File: src/rtl/control_sequencer.sv
`default_nettype none
// ============================================================================
// Module      : control_sequencer
// Description : Hard-wired control unit for the three-bus datapath. Fetches
//               each instruction (T0-T2), decodes the IR opcode in T3 and,
//               for three-register ALU instructions, issues the operand
//               Y-load, ALU-to-Z and Z writeback steps (T3-T5). Outputs are
//               decoded from the state register and IR only (Moore).
// Revision    : 1.0 - initial release
// ============================================================================
module control_sequencer #(
  parameter int CNT_W = 16
) (
  input  logic             Clock,
  input  logic             Reset,
  input  logic [31:0]      IR,
  input  logic             mem_ready,
  output logic             PCout,
  output logic             Zlowout,
  output logic             MDRout,
  output logic             MARin,
  output logic             Zin,
  output logic             PCin,
  output logic             MDRin,
  output logic             IRin,
  output logic             Yin,
  output logic             IncPC,
  output logic             Read,
  output logic             Gra,
  output logic             Grb,
  output logic             Grc,
  output logic             Rin,
  output logic             Rout,
  output logic [4:0]       alu_op,
  output logic             Run,
  output logic             illegal,
  output logic [CNT_W-1:0] instr_count
);

  // State encoding
  localparam logic [2:0] c_RST  = 3'd0;
  localparam logic [2:0] c_T0   = 3'd1;
  localparam logic [2:0] c_T1   = 3'd2;
  localparam logic [2:0] c_T2   = 3'd3;
  localparam logic [2:0] c_T3   = 3'd4;
  localparam logic [2:0] c_T4   = 3'd5;
  localparam logic [2:0] c_T5   = 3'd6;
  localparam logic [2:0] c_HALT = 3'd7;

  // Opcode boundaries of interest
  localparam logic [4:0] c_OP_ALU_LO = 5'b00011;
  localparam logic [4:0] c_OP_ALU_HI = 5'b01011;
  localparam logic [4:0] c_OP_NOP    = 5'b11010;
  localparam logic [4:0] c_OP_HALT   = 5'b11011;

  logic [2:0]       r_state;
  logic [CNT_W-1:0] r_instr_count;
  logic             r_illegal;

  logic [4:0]       w_opcode;
  logic             w_is_alu;
  logic             w_is_nop;
  logic             w_is_halt;
  logic             w_unused_ir;

  // Register fields Ra/Rb/Rc are consumed by the datapath's select logic via
  // Gra/Grb/Grc; this block only needs the opcode.
  assign w_opcode    = IR[31:27];
  assign w_unused_ir = ^IR[26:0];
  assign w_is_alu    = (w_opcode >= c_OP_ALU_LO) && (w_opcode <= c_OP_ALU_HI);
  assign w_is_nop    = (w_opcode == c_OP_NOP);
  assign w_is_halt   = (w_opcode == c_OP_HALT);

  // Sequencer state, retired-instruction counter and sticky illegal flag
  always_ff @(posedge Clock) begin
    if (Reset) begin
      r_state       <= c_RST;
      r_instr_count <= '0;
      r_illegal     <= 1'b0;
    end else begin
      case (r_state)
        c_RST: r_state <= c_T0;
        c_T0:  r_state <= c_T1;
        // Wait for memory; Z is not reloaded here so repeated PCin is benign
        c_T1:  if (mem_ready) r_state <= c_T2;
        c_T2:  r_state <= c_T3;
        c_T3: begin
          if (w_is_alu) begin
            r_state <= c_T4;
          end else if (w_is_nop) begin
            r_state       <= c_T0;
            r_instr_count <= r_instr_count + 1'b1;
          end else if (w_is_halt) begin
            r_state <= c_HALT;
          end else begin
            r_state   <= c_HALT;
            r_illegal <= 1'b1;
          end
        end
        c_T4:  r_state <= c_T5;
        c_T5: begin
          r_state       <= c_T0;
          r_instr_count <= r_instr_count + 1'b1;
        end
        c_HALT: r_state <= c_HALT;
        default: r_state <= c_RST;
      endcase
    end
  end

  // Moore control decode from state and IR
  always_comb begin
    PCout   = 1'b0;
    Zlowout = 1'b0;
    MDRout  = 1'b0;
    MARin   = 1'b0;
    Zin     = 1'b0;
    PCin    = 1'b0;
    MDRin   = 1'b0;
    IRin    = 1'b0;
    Yin     = 1'b0;
    IncPC   = 1'b0;
    Read    = 1'b0;
    Gra     = 1'b0;
    Grb     = 1'b0;
    Grc     = 1'b0;
    Rin     = 1'b0;
    Rout    = 1'b0;
    alu_op  = 5'd0;
    Run     = 1'b0;
    case (r_state)
      c_T0: begin
        Run   = 1'b1;
        PCout = 1'b1;
        MARin = 1'b1;
        IncPC = 1'b1;
        Zin   = 1'b1;
      end
      c_T1: begin
        Run     = 1'b1;
        Zlowout = 1'b1;
        PCin    = 1'b1;
        Read    = 1'b1;
        MDRin   = 1'b1;
      end
      c_T2: begin
        Run    = 1'b1;
        MDRout = 1'b1;
        IRin   = 1'b1;
      end
      c_T3: begin
        Run = 1'b1;
        if (w_is_alu) begin
          Grb  = 1'b1;
          Rout = 1'b1;
          Yin  = 1'b1;
        end
      end
      c_T4: begin
        Run    = 1'b1;
        Grc    = 1'b1;
        Rout   = 1'b1;
        Zin    = 1'b1;
        alu_op = w_opcode;
      end
      c_T5: begin
        Run     = 1'b1;
        Zlowout = 1'b1;
        Gra     = 1'b1;
        Rin     = 1'b1;
      end
      default: begin
        Run = 1'b0;
      end
    endcase
  end

  assign illegal     = r_illegal;
  assign instr_count = r_instr_count;

endmodule
`default_nettype wire

File: config.mk
export PLATFORM = sky130hd
export DESIGN_NAME = control_sequencer
export DESIGN_NICKNAME = d
export VERILOG_FILES = /design/src/rtl/control_sequencer.sv
export SDC_FILE = /design/constraint.sdc
export NUM_CORES = 1
export LEC_CHECK = 0
export ABC_AREA = 1
export CORE_ASPECT_RATIO = 1.75
export CORE_MARGIN = 1
export CORE_UTILIZATION = 34
export CTS_CLUSTER_SIZE = 40
export DETAILED_ROUTE_END_ITERATION = 7
export HOLD_SLACK_MARGIN = 0.12
export PLACE_DENSITY = 0.83
export SYNTH_ARGS = -nofsm -noshare
export SYNTH_HDL_FRONTEND = slang
export SYNTH_SLANG_ARGS = --single-unit
File: constraint.sdc
create_clock -name Clock -period 1.25 [get_ports Clock]
set_input_delay 0.25 -clock Clock [delete_from_list [all_inputs] [get_ports Clock]]
set_output_delay 0.25 -clock Clock [all_outputs]
set_load 0.1 [all_outputs]
==> run metrics <==
status=finished, violations left; failing checks=setup timing; RSZ-0062 raised after global routing=true; Hold Path Depth=2; post-synthesis mux area share=0; TritonCTS clock tree=built; Sequential Power Share=0.276; Clock Power Share=0.185; synthesized-area fraction occupied by and/or/nand/nor cells=0.396; Power Internal=1.34 mW; routed vias=1,599; die width=48.7 µm; Core ar.=3630 µm²; fin util=0.800; hold slack=0.543 ns; Critical R2R Launch=r_state[0]; Comb power frac=0.538; Cell Rows=29; Clock Sinks=20; top_reg_cell synth=dfxtp_1; layout cells sized above 1=0.612; crit start category=register; PwrDens=846 nW/µm²; Worst VDD drop=0.869 mV; final setup vio count=39; Synth Area in Adders=0.00966; crit end category=output pin; fillers=208; drt pass-1 iters=4; critical-path maximum fanout=7; Antenna Nets Post-Route=0; wire length per cell=14.6 µm; Syn Nets=235; Yosys reg bits=20; Reg2Reg Capture Point=instr_count[6]; full die area=4070 µm²; Post-Syn Instances=199; max-cap viol count=0; synth warn=0; fmax=634 MHz; largest family of logic cells by synthesized area=simple AND/OR/NAND/NOR gates; Static Leak=1.15 nW; TritonCTS Buffers=3; initial antenna violation count=0; ys async rst share=0; total wire length=4.74 mm; Critical Path RT=1.00 ns; largest net degree at the start of global routing=12; net switching power=1.11 mW; iteration-0 DRC count of the detailed router=85; boundary pin count=74; critical path type=register to output pin; Worst Skew=0.00868 ns; nets@finish=315; number of global-route vias before repair=1,669; Tmin final=1.58 ns; dominant cells by area after synthesis=dfxtp_1 (31%), nor2_1 (12%), nand2_1 (12%), inv_1 (7.2%), a21oi_1 (4.3%); Clock transition at path regs=0.08 ns; vias per cell=4.94; worst path arrival time=1.33 ns; Overflow after GRT=0; Reg2Reg Depth=8; Min-Delay Path Class=register to register; distinct cell type count after synthesis=27; Synth area leader=dfxtp_1; Least-Margin Pin Slew=0.270 ns; R2R setup slack=-0.24 ns; Layout area overhead=124%; H-tree depth=1; DP HPWL=3.22 mm; Ant. Diodes=0; Sw Ratio=0.453; Yosys top cell area share=0.309; synth cell count leaders=nor2_1 (43), nand2_1 (41), inv_1 (25); Starting Density=0.357; Compound-Gate Fraction of Synth Area=0.115; Seq/Total Area, Yosys=0.309; total track usage=0.254; WHS Endpoint=instr_count[11]; slew margin rel.=0.819; CTS Root Cell=clkbuf_8; Clock Path Buffers=2; mapped cell area=1290 µm²; Clock Latency Late Sink=0.27 ns; EDFF count, synth=0; Die Ht=83.6 µm; drc violations=0; xor/xnor cell area share of the yosys netlist=0.00676; max-slew violations=0; fin crit share=1.26; Post-Syn Area per Cell=6.51 µm²; Worst Slack Setup Final=-0.327 ns; global placement routability congestion=0.898; most common cell in the synthesized netlist=nor2_1; Final Hold Viols=0; # port buffers=46; min-delay src=instr_count[11]; first-pass GRT wire length=7.93 mm
power by group through the flow:
stage / Sequential [mW] / Combinational, mW / Clock, mW
after global placement: 0.685 / 1.16 / 0
after floorplan: 0.740 / 0.768 / 0
after global routing: 0.681 / 1.36 / 0.486
after detailed placement: 0.687 / 1.18 / 0
after CTS: 0.676 / 1.28 / 0.463
final: 0.679 / 1.32 / 0.456
critical path, stage by stage, from the launching register on:
cell	delay [ns]
dfxtp_4	0.40
clkinv_8	0.07
nor2_4	0.14
nand2_8	0.12
nor2_4	0.14
buf_12	0.18
routing by layer:
metal	vias up	GRT usage	wire length, µm
met5	-	0	0
met4	0	0.134	127
met3	9	0.0474	204
met2	61	0.501	2910
met1	755	0.232	1500
li1	774	-	-
layout by cell type, fill, tap and decap left out, types with 2 or more instances in the layout:
| cell type | count |
|---|---|
| o21ai_1 | 4 |
| o21ai_2 | 5 |
| a21oi_2 | 3 |
| buf_12 | 39 |
| clkdlybuf4s50_1 | 3 |
| inv_4 | 3 |
| inv_2 | 5 |
| a21oi_4 | 2 |
| nand3_2 | 4 |
| nand2_4 | 4 |
| nor2_2 | 9 |
| nand3_1 | 7 |
| nand2_1 | 34 |
| buf_6 | 6 |
| dfxtp_2 | 2 |
| dlygate4sd2_1 | 3 |
| clkbuf_8 | 3 |
| nor2_1 | 21 |
| nand4_1 | 2 |
| inv_1 | 19 |
| dfxtp_1 | 2 |
| buf_4 | 32 |
| a21oi_1 | 7 |
| nand2_8 | 5 |
| nand2_2 | 2 |
| dfxtp_4 | 16 |
| nor2_4 | 19 |
worst max path at each step:
| stage | endpoint | slack [ns] | depth (start not counted) | startpoint |
|---|---|---|---|---|
| after floorplan | alu_op[0] | -0.84 | 5 | r_state[0] |
| final | alu_op[1] | -0.33 | 5 | r_state[0] |
| after global routing | alu_op[1] | -0.37 | 5 | r_state[0] |
| after detailed placement | instr_count[1] | -0.52 | 9 | IR[30] |
| after global placement | Yin | -0.47 | 6 | IR[29] |
| after CTS | alu_op[4] | -0.33 | 5 | r_state[0] |
through the flow:
| step | cells | setup slack (ns) | cell area [µm²] | power, mW | setup TNS [ns] |
|---|---|---|---|---|---|
| floorplan | 199 | -0.836 | 1630 | 1.51 | -11.44 |
| global placement | 309 | -0.475 | 2590 | 1.84 | -9.94 |
| detailed placement | 309 | -0.524 | 2590 | 1.87 | -11.19 |
| CTS | 321 | -0.326 | 2820 | 2.42 | -8.88 |
| global route | 324 | -0.372 | 2900 | 2.53 | -10.81 |
| finish | 324 | -0.327 | 2900 | 2.46 | -8.83 |
logic make-up (layout without fill, tap and decap cells):
kind of cell | Yosys count | after routing
AO/OA/AOI/OAI | 25 | 25
AND/OR/NAND/NOR | 111 | 112
buffers and inverters | 41 | 119
flip-flops | 20 | 20
XOR/XNOR | 1 | 1
adder cells (fa/ha/maj) | 1 | 1
layout make-up:
cell class,instances,area [µm²],share of cell area
sequential,20,463,0.159
clock buffer,3,41.3,0.0142
multi-input combinational,139,1030,0.355
tap,46,57.6,0.0198
timing repair inverter,1,6.26,0.00216
timing repair buffer,84,1150,0.398
clock inverter,1,3.75,0.00129
inverter,30,146,0.0504
flip-flops by register name, summed over array words and instances (netlist names):
| name | cells |
|---|---|
| instr_count | 16 |
| illegal | 1 |
| r_state | 3 |
timing repair:
item                                    in CTS  in global routing
endpoints found under the setup margin      40                 41
hold buffers                                 0                  0
cloned                                       2                  0
buffers inserted                             6                  5
resized for setup                           36                 20
pin swaps                                   18                 16
No activity file was read; power rests on OpenSTA's default activity.
==> edit 1: new RTL, same flow settings <==
Set the parameter `CNT_W` to 18 (it was 16).
--- a/src/rtl/control_sequencer.sv
+++ b/src/rtl/control_sequencer.sv
@@ -9,7 +9,7 @@
 // Revision    : 1.0 - initial release
 // ============================================================================
 module control_sequencer #(
-  parameter int CNT_W = 16
+  parameter int CNT_W = 18
 ) (
   input  logic             Clock,
   input  logic             Reset,
Ports: changed (resized instr_count); port bits go from 74 to 76. The function was not compared with the original's and may differ.
==> edit 1 against the original RTL <==
- the flow still finishes with violations (negative setup slack)
- worst setup slack worse by 170 ps
- fmax shrank 9.9%
- total power is 6.1% higher
- cell area rose by 9.0%
- synthesized cell count is 14% higher
- sequential cell count grew 2
- area after synthesis increased by 11%
- wire length is 40% higher
- clock power grew 3%
- largest cell class unchanged
- highest routed layer unchanged
==> edit 1: results (changes against the original RTL) <==
global_route:
  gr-usage-met1: 0.217  # -0.0153
  grt_max_degree: 15  # +3
  grt_use_met3: 0.0365  # -0.0109
  grt.met2_usage: 0.533  # +0.0322
  track_usage: 0.262  # +0.00831
  grt_first_pass_wirelength_microns: 8630  # +8.9%
routing:
  drt_wl_total_microns: 6660  # +40%
  wl_met1_microns: 2040  # +36%
  dr_wl_met3_microns: 309  # +51%
  first_pass_iters: 5  # +1
  top_layer: "met4"
  drt_iter0_markers: 69  # -19%
  wl_met2_microns: 3860  # +32%
  num_vias: 1879  # +18%
yosys:
  yosysSeqAreaShare: 0.308  # -0.00149
  synth_nets: 262  # +11%
  synth.most_common_cell: "nand2_1"
  synthTopCellsByCount: "61 x nand2_1, 39 x nor2_1, 28 x inv_1"
  synth_compound_area_frac: 0.0988  # -0.0162
  synthXorXnorAreaFrac: 0.0306  # +0.0238
  yosys_warnings: 0  # unchanged
  synth_area_leaders: "dfxtp_1 31%, nand2_1 16%, nor2_1 10%"
  synthAdderAreaFrac: 0.00874  # -0.000921
timing:
  tightest_slew_ps: 430  # +160 ps
  timing.final.ws_setup_ps: -501  # -174 ps
  fin_skew_ps: 5.40  # -3.28 ps
  setup-violations-final: 44  # +13%
worst_hold_path:
  whs_path_depth: 2  # unchanged
placement:
  hpwl_microns: 3880  # +20%
  placed_cell_area_sq_um: 2730  # +5.4%
  place_congestion: 0.900  # +0.30%
  port_buffers: 48  # +4.3%
power:
  pg_comb_uw: 1410  # +7%
  peakVddDrop_v: 0.000653  # -25%
  share_seq_of_total_power: 0.278  # +0.002
  power.leakage_uw: 0.00124  # +7.8%
  combPwrFrac: 0.543  # +0.005
  swShare: 0.456  # +0.00326
status:
  failed_checks: "negative setup slack"
  status: "finished, violations left"
critical_path:
  slowest_delay_ps: 370  # -30 ps
  critPathSlowestCell: "dfxtp_4"
  crit_family: "buffers and inverters"
  critPathArrivalTime_ps: 1500  # +170 ps
  crit_path_end: "Run"
  worstReg2RegEnd: "instr_count[4]$_SDFFE_PP0P_"
  critPathMaxFanout: 4  # -3
  reg2regPathDepth: 10  # +2
  reg2reg_slack_ps: -330  # -90 ps
cells_and_area:
  nNetsFinal: 345  # +9.5%
  largest_reg_flops: 18  # +2
  drive_gt1_frac: 0.588  # -0.0238
clock_tree:
  cts-buffers-inserted: 3  # unchanged
==> edit 1: changes by cell type in the layout (fill, tap and decap cells not counted), sizes merged, moves of 2 or more <==
cell and change:
nor2 -6, buf +5, dfxtp +2, a21oi +3, xnor2 +2, o21ai -3
clkinvlp +2, xor2 +2, nor3 +2, nand2 +21, o211ai +2
==> edit 1: final cells by class <==
cell class | instances | area, sq um
timing repair inverter | 1 | 6.26
sequential | 22 | 515
multi-input combinational | 162 | 1110
timing repair buffer | 89 | 1280
clock inverter | 1 | 3.75
inverter | 30 | 139
clock buffer | 3 | 41.3
fill | 205 | 778
tap | 48 | 60.1
==> edit 1: timing repair <==
item	4_1_cts	5_1_grt
endpoints found under the hold margin	0	0
setup endpoints to repair	43	45
cloned	1	0
gates resized for setup	36	50
buffers inserted	3	10
pin swaps	11	19
==> edit 1: worst min-delay path by stage <==
stage	startpoint	end	slack, ps
after floorplan	Reset	instr_count[11]$_SDFFE_PP0P_	310
after CTS	instr_count[16]$_SDFFE_PP0P_	instr_count[16]$_SDFFE_PP0P_	520
after global routing	instr_count[16]$_SDFFE_PP0P_	instr_count[16]$_SDFFE_PP0P_	520
after global placement	instr_count[13]$_SDFFE_PP0P_	instr_count[13]$_SDFFE_PP0P_	500
after detailed placement	instr_count[16]$_SDFFE_PP0P_	instr_count[16]$_SDFFE_PP0P_	510
final	instr_count[16]$_SDFFE_PP0P_	instr_count[16]$_SDFFE_PP0P_	510
==> edit 1: through the flow <==
stage	setup TNS [ps]	setup slack (ps)	std cells	hold slack, ps	total power (uW)
global placement	-11130	-486	341	503	1940
floorplan	-14650	-932	226	309	1500
detailed placement	-14020	-581	341	508	1970
CTS	-8970	-382	349	518	2490
global route	-15060	-552	356	524	2680
finish	-12760	-501	356	510	2610
==> edit 2: new RTL, same flow settings <==
Without the edit above. Reset style: asynchronous (`Reset`), changed in one clocked block.
--- a/src/rtl/control_sequencer.sv
+++ b/src/rtl/control_sequencer.sv
@@ -72,7 +72,7 @@
   assign w_is_halt   = (w_opcode == c_OP_HALT);
 
   // Sequencer state, retired-instruction counter and sticky illegal flag
-  always_ff @(posedge Clock) begin
+  always_ff @(posedge Clock or posedge Reset) begin
     if (Reset) begin
       r_state       <= c_RST;
       r_instr_count <= '0;
Function: differs if Reset is asserted again (counterexample within 4 cycles, from zero or initial values and one cycle with Reset high); with Reset held inactive, the same outputs for 10 cycles.
==> edit 2 against the original RTL <==
- the run still ends with negative setup slack left
- fmax decreased by 11%
- global-route usage is 1.6 points higher
- worst setup slack got worse by 200 ps
- critical path depth increased by 2
- register-to-register slack lost 70 ps
- area after synthesis rose by 6.8%
- cell area rose by 5.2%
- wire length rose by 20%
- sequential cell count unchanged
Power is left out: it rests on default switching activity, and per cell area and clock period it moved more than threefold.
==> edit 2: results (changes against the original RTL) <==
cells_and_area:
  clockNetworkAreaShare: 0.0234  # +0.00784
  multi_input_gates: 147  # +5.8%
  num-fill-cells: 213  # +2.4%
  fin_cells: 352  # +8.6%
  bufAreaShareNonClock: 0.463  # +0.0653
  multi_input_area_share: 0.283  # -0.0715
  nNetsFinal: 341  # +8.3%
  drive_gt1_frac: 0.523  # -0.0885
  inverters: 25  # -19%
  buffers: 108  # +29%
  largest_reg_flops: 16  # unchanged
  seq_area_frac: 0.170  # +0.0110
  diodes: 0  # unchanged
critical_path:
  reg2regPathDepth: 10  # +2
  crit_family: "buffers and inverters"
  critPathMaxFanout: 5  # -2
  critPathSlowestCell: "dfrtp_1"
  critPathArrivalTime_ps: 1530  # +200 ps
  slowest_delay_ps: 420  # +20 ps
  reg2reg_slack_ps: -310  # -70 ps
  cp-startpoint: "r_state[1]$_DFFE_PP0P_"
  worstReg2RegEnd: "instr_count[14]$_DFFE_PP0P_"
  crit_path_end: "alu_op[4]"
worst_hold_path:
  hp-class: "primary input to asynchronous set/reset pin"
yosys:
  synthTopCellsByCount: "72 x nand2_1, 29 x nor2_1, 20 x dfrtp_1, 20 x inv_1, 11 x nand3_1"
  syn_area_per_cell_sq_um: 6.95  # +6.8%
  synth_nets: 235  # unchanged
  synth_area_leaders: "dfrtp_1 36%, nand2_1 20%, nor2_1 7.9%"
  yosys_warnings: 0  # unchanged
  yosysSeqAreaShare: 0.362  # +0.0528
  yosysUniqueCellTypes: 26  # -3.7%
  synthArstFlopShare: 1.00  # +1.00
  synthFlopType: "dfrtp_1"
placement:
  port_buffers: 46  # unchanged
  place_congestion: 0.905  # +0.78%
  hpwl_microns: 3690  # +15%
  dp.cells: 328  # +6.1%
clock_tree:
  clockRootBuffer: "clkbuf_8"
  cts.clk_slew.worst_paths_ps: 80  # about the same
  clock_latency_ps: 270  # about the same
  clk_path_buf_depth: 2  # unchanged
  cts.htree.levels: 1  # unchanged
  cts-buffers-inserted: 3  # unchanged
routing:
  drt_iter0_markers: 78  # -8.2%
  drt_wl_total_microns: 5700  # +20%
  first_pass_iters: 4  # unchanged
  num_vias: 1767  # +11%
global_route:
  grt_max_degree: 21  # +9
  antenna_found_initial: 0  # unchanged
  track_usage: 0.270  # +0.0160
  grt_first_pass_wirelength_microns: 8810  # +11%
  grt_pass1_vias: 1819  # +9.0%
status:
  status: "finished, violations left"
  failed_checks: "negative setup slack"
timing:
  finalHoldViolations: 0  # unchanged
  setup-violations-final: 46  # +18%
  maxSlewHeadroom: 0.784  # -0.0358
  fin_skew_ps: 6.21  # -2.47 ps
  timing.final.ws_setup_ps: -531  # -204 ps
-- edit 2: through the flow --
step	setup slack [ps]	hold slack, ps	TNS [ps]	utilization	instance area, sq um
after global placement	-467	523	-11610	0.684	2650
after global routing	-597	334	-17700	0.790	3050
after floorplan	-1030	213	-25570	-	1530
final	-531	312	-14940	0.790	3050
after CTS	-528	320	-13440	0.761	2940
after detailed placement	-590	537	-13450	0.684	2650
-- edit 2: routing by layer --
metal	vias up	GRT usage	wire [microns]
li1	815	-	-
met1	841	0.277	1850
met2	89	0.538	3360
met3	22	0.0298	258
met4	0	0.0883	231
met5	-	0	0
-- edit 2: repair_timing --
action / in CTS / in global routing
endpoints found under the setup margin: 52 / 54
pin swaps: 12 / 4
buffers inserted: 14 / 10
resized for setup: 38 / 16
hold buffers: 0 / 0
cloned: 1 / 0
-- edit 2: kinds of logic after synthesis --
group,after synthesis,share of synthesized area
compound gates,7,0.0272
xor+xnor,8,0.0507
fa+ha+maj,1,0.00905
simple gates,130,0.433
flops,20,0.362
buf+inv,33,0.118
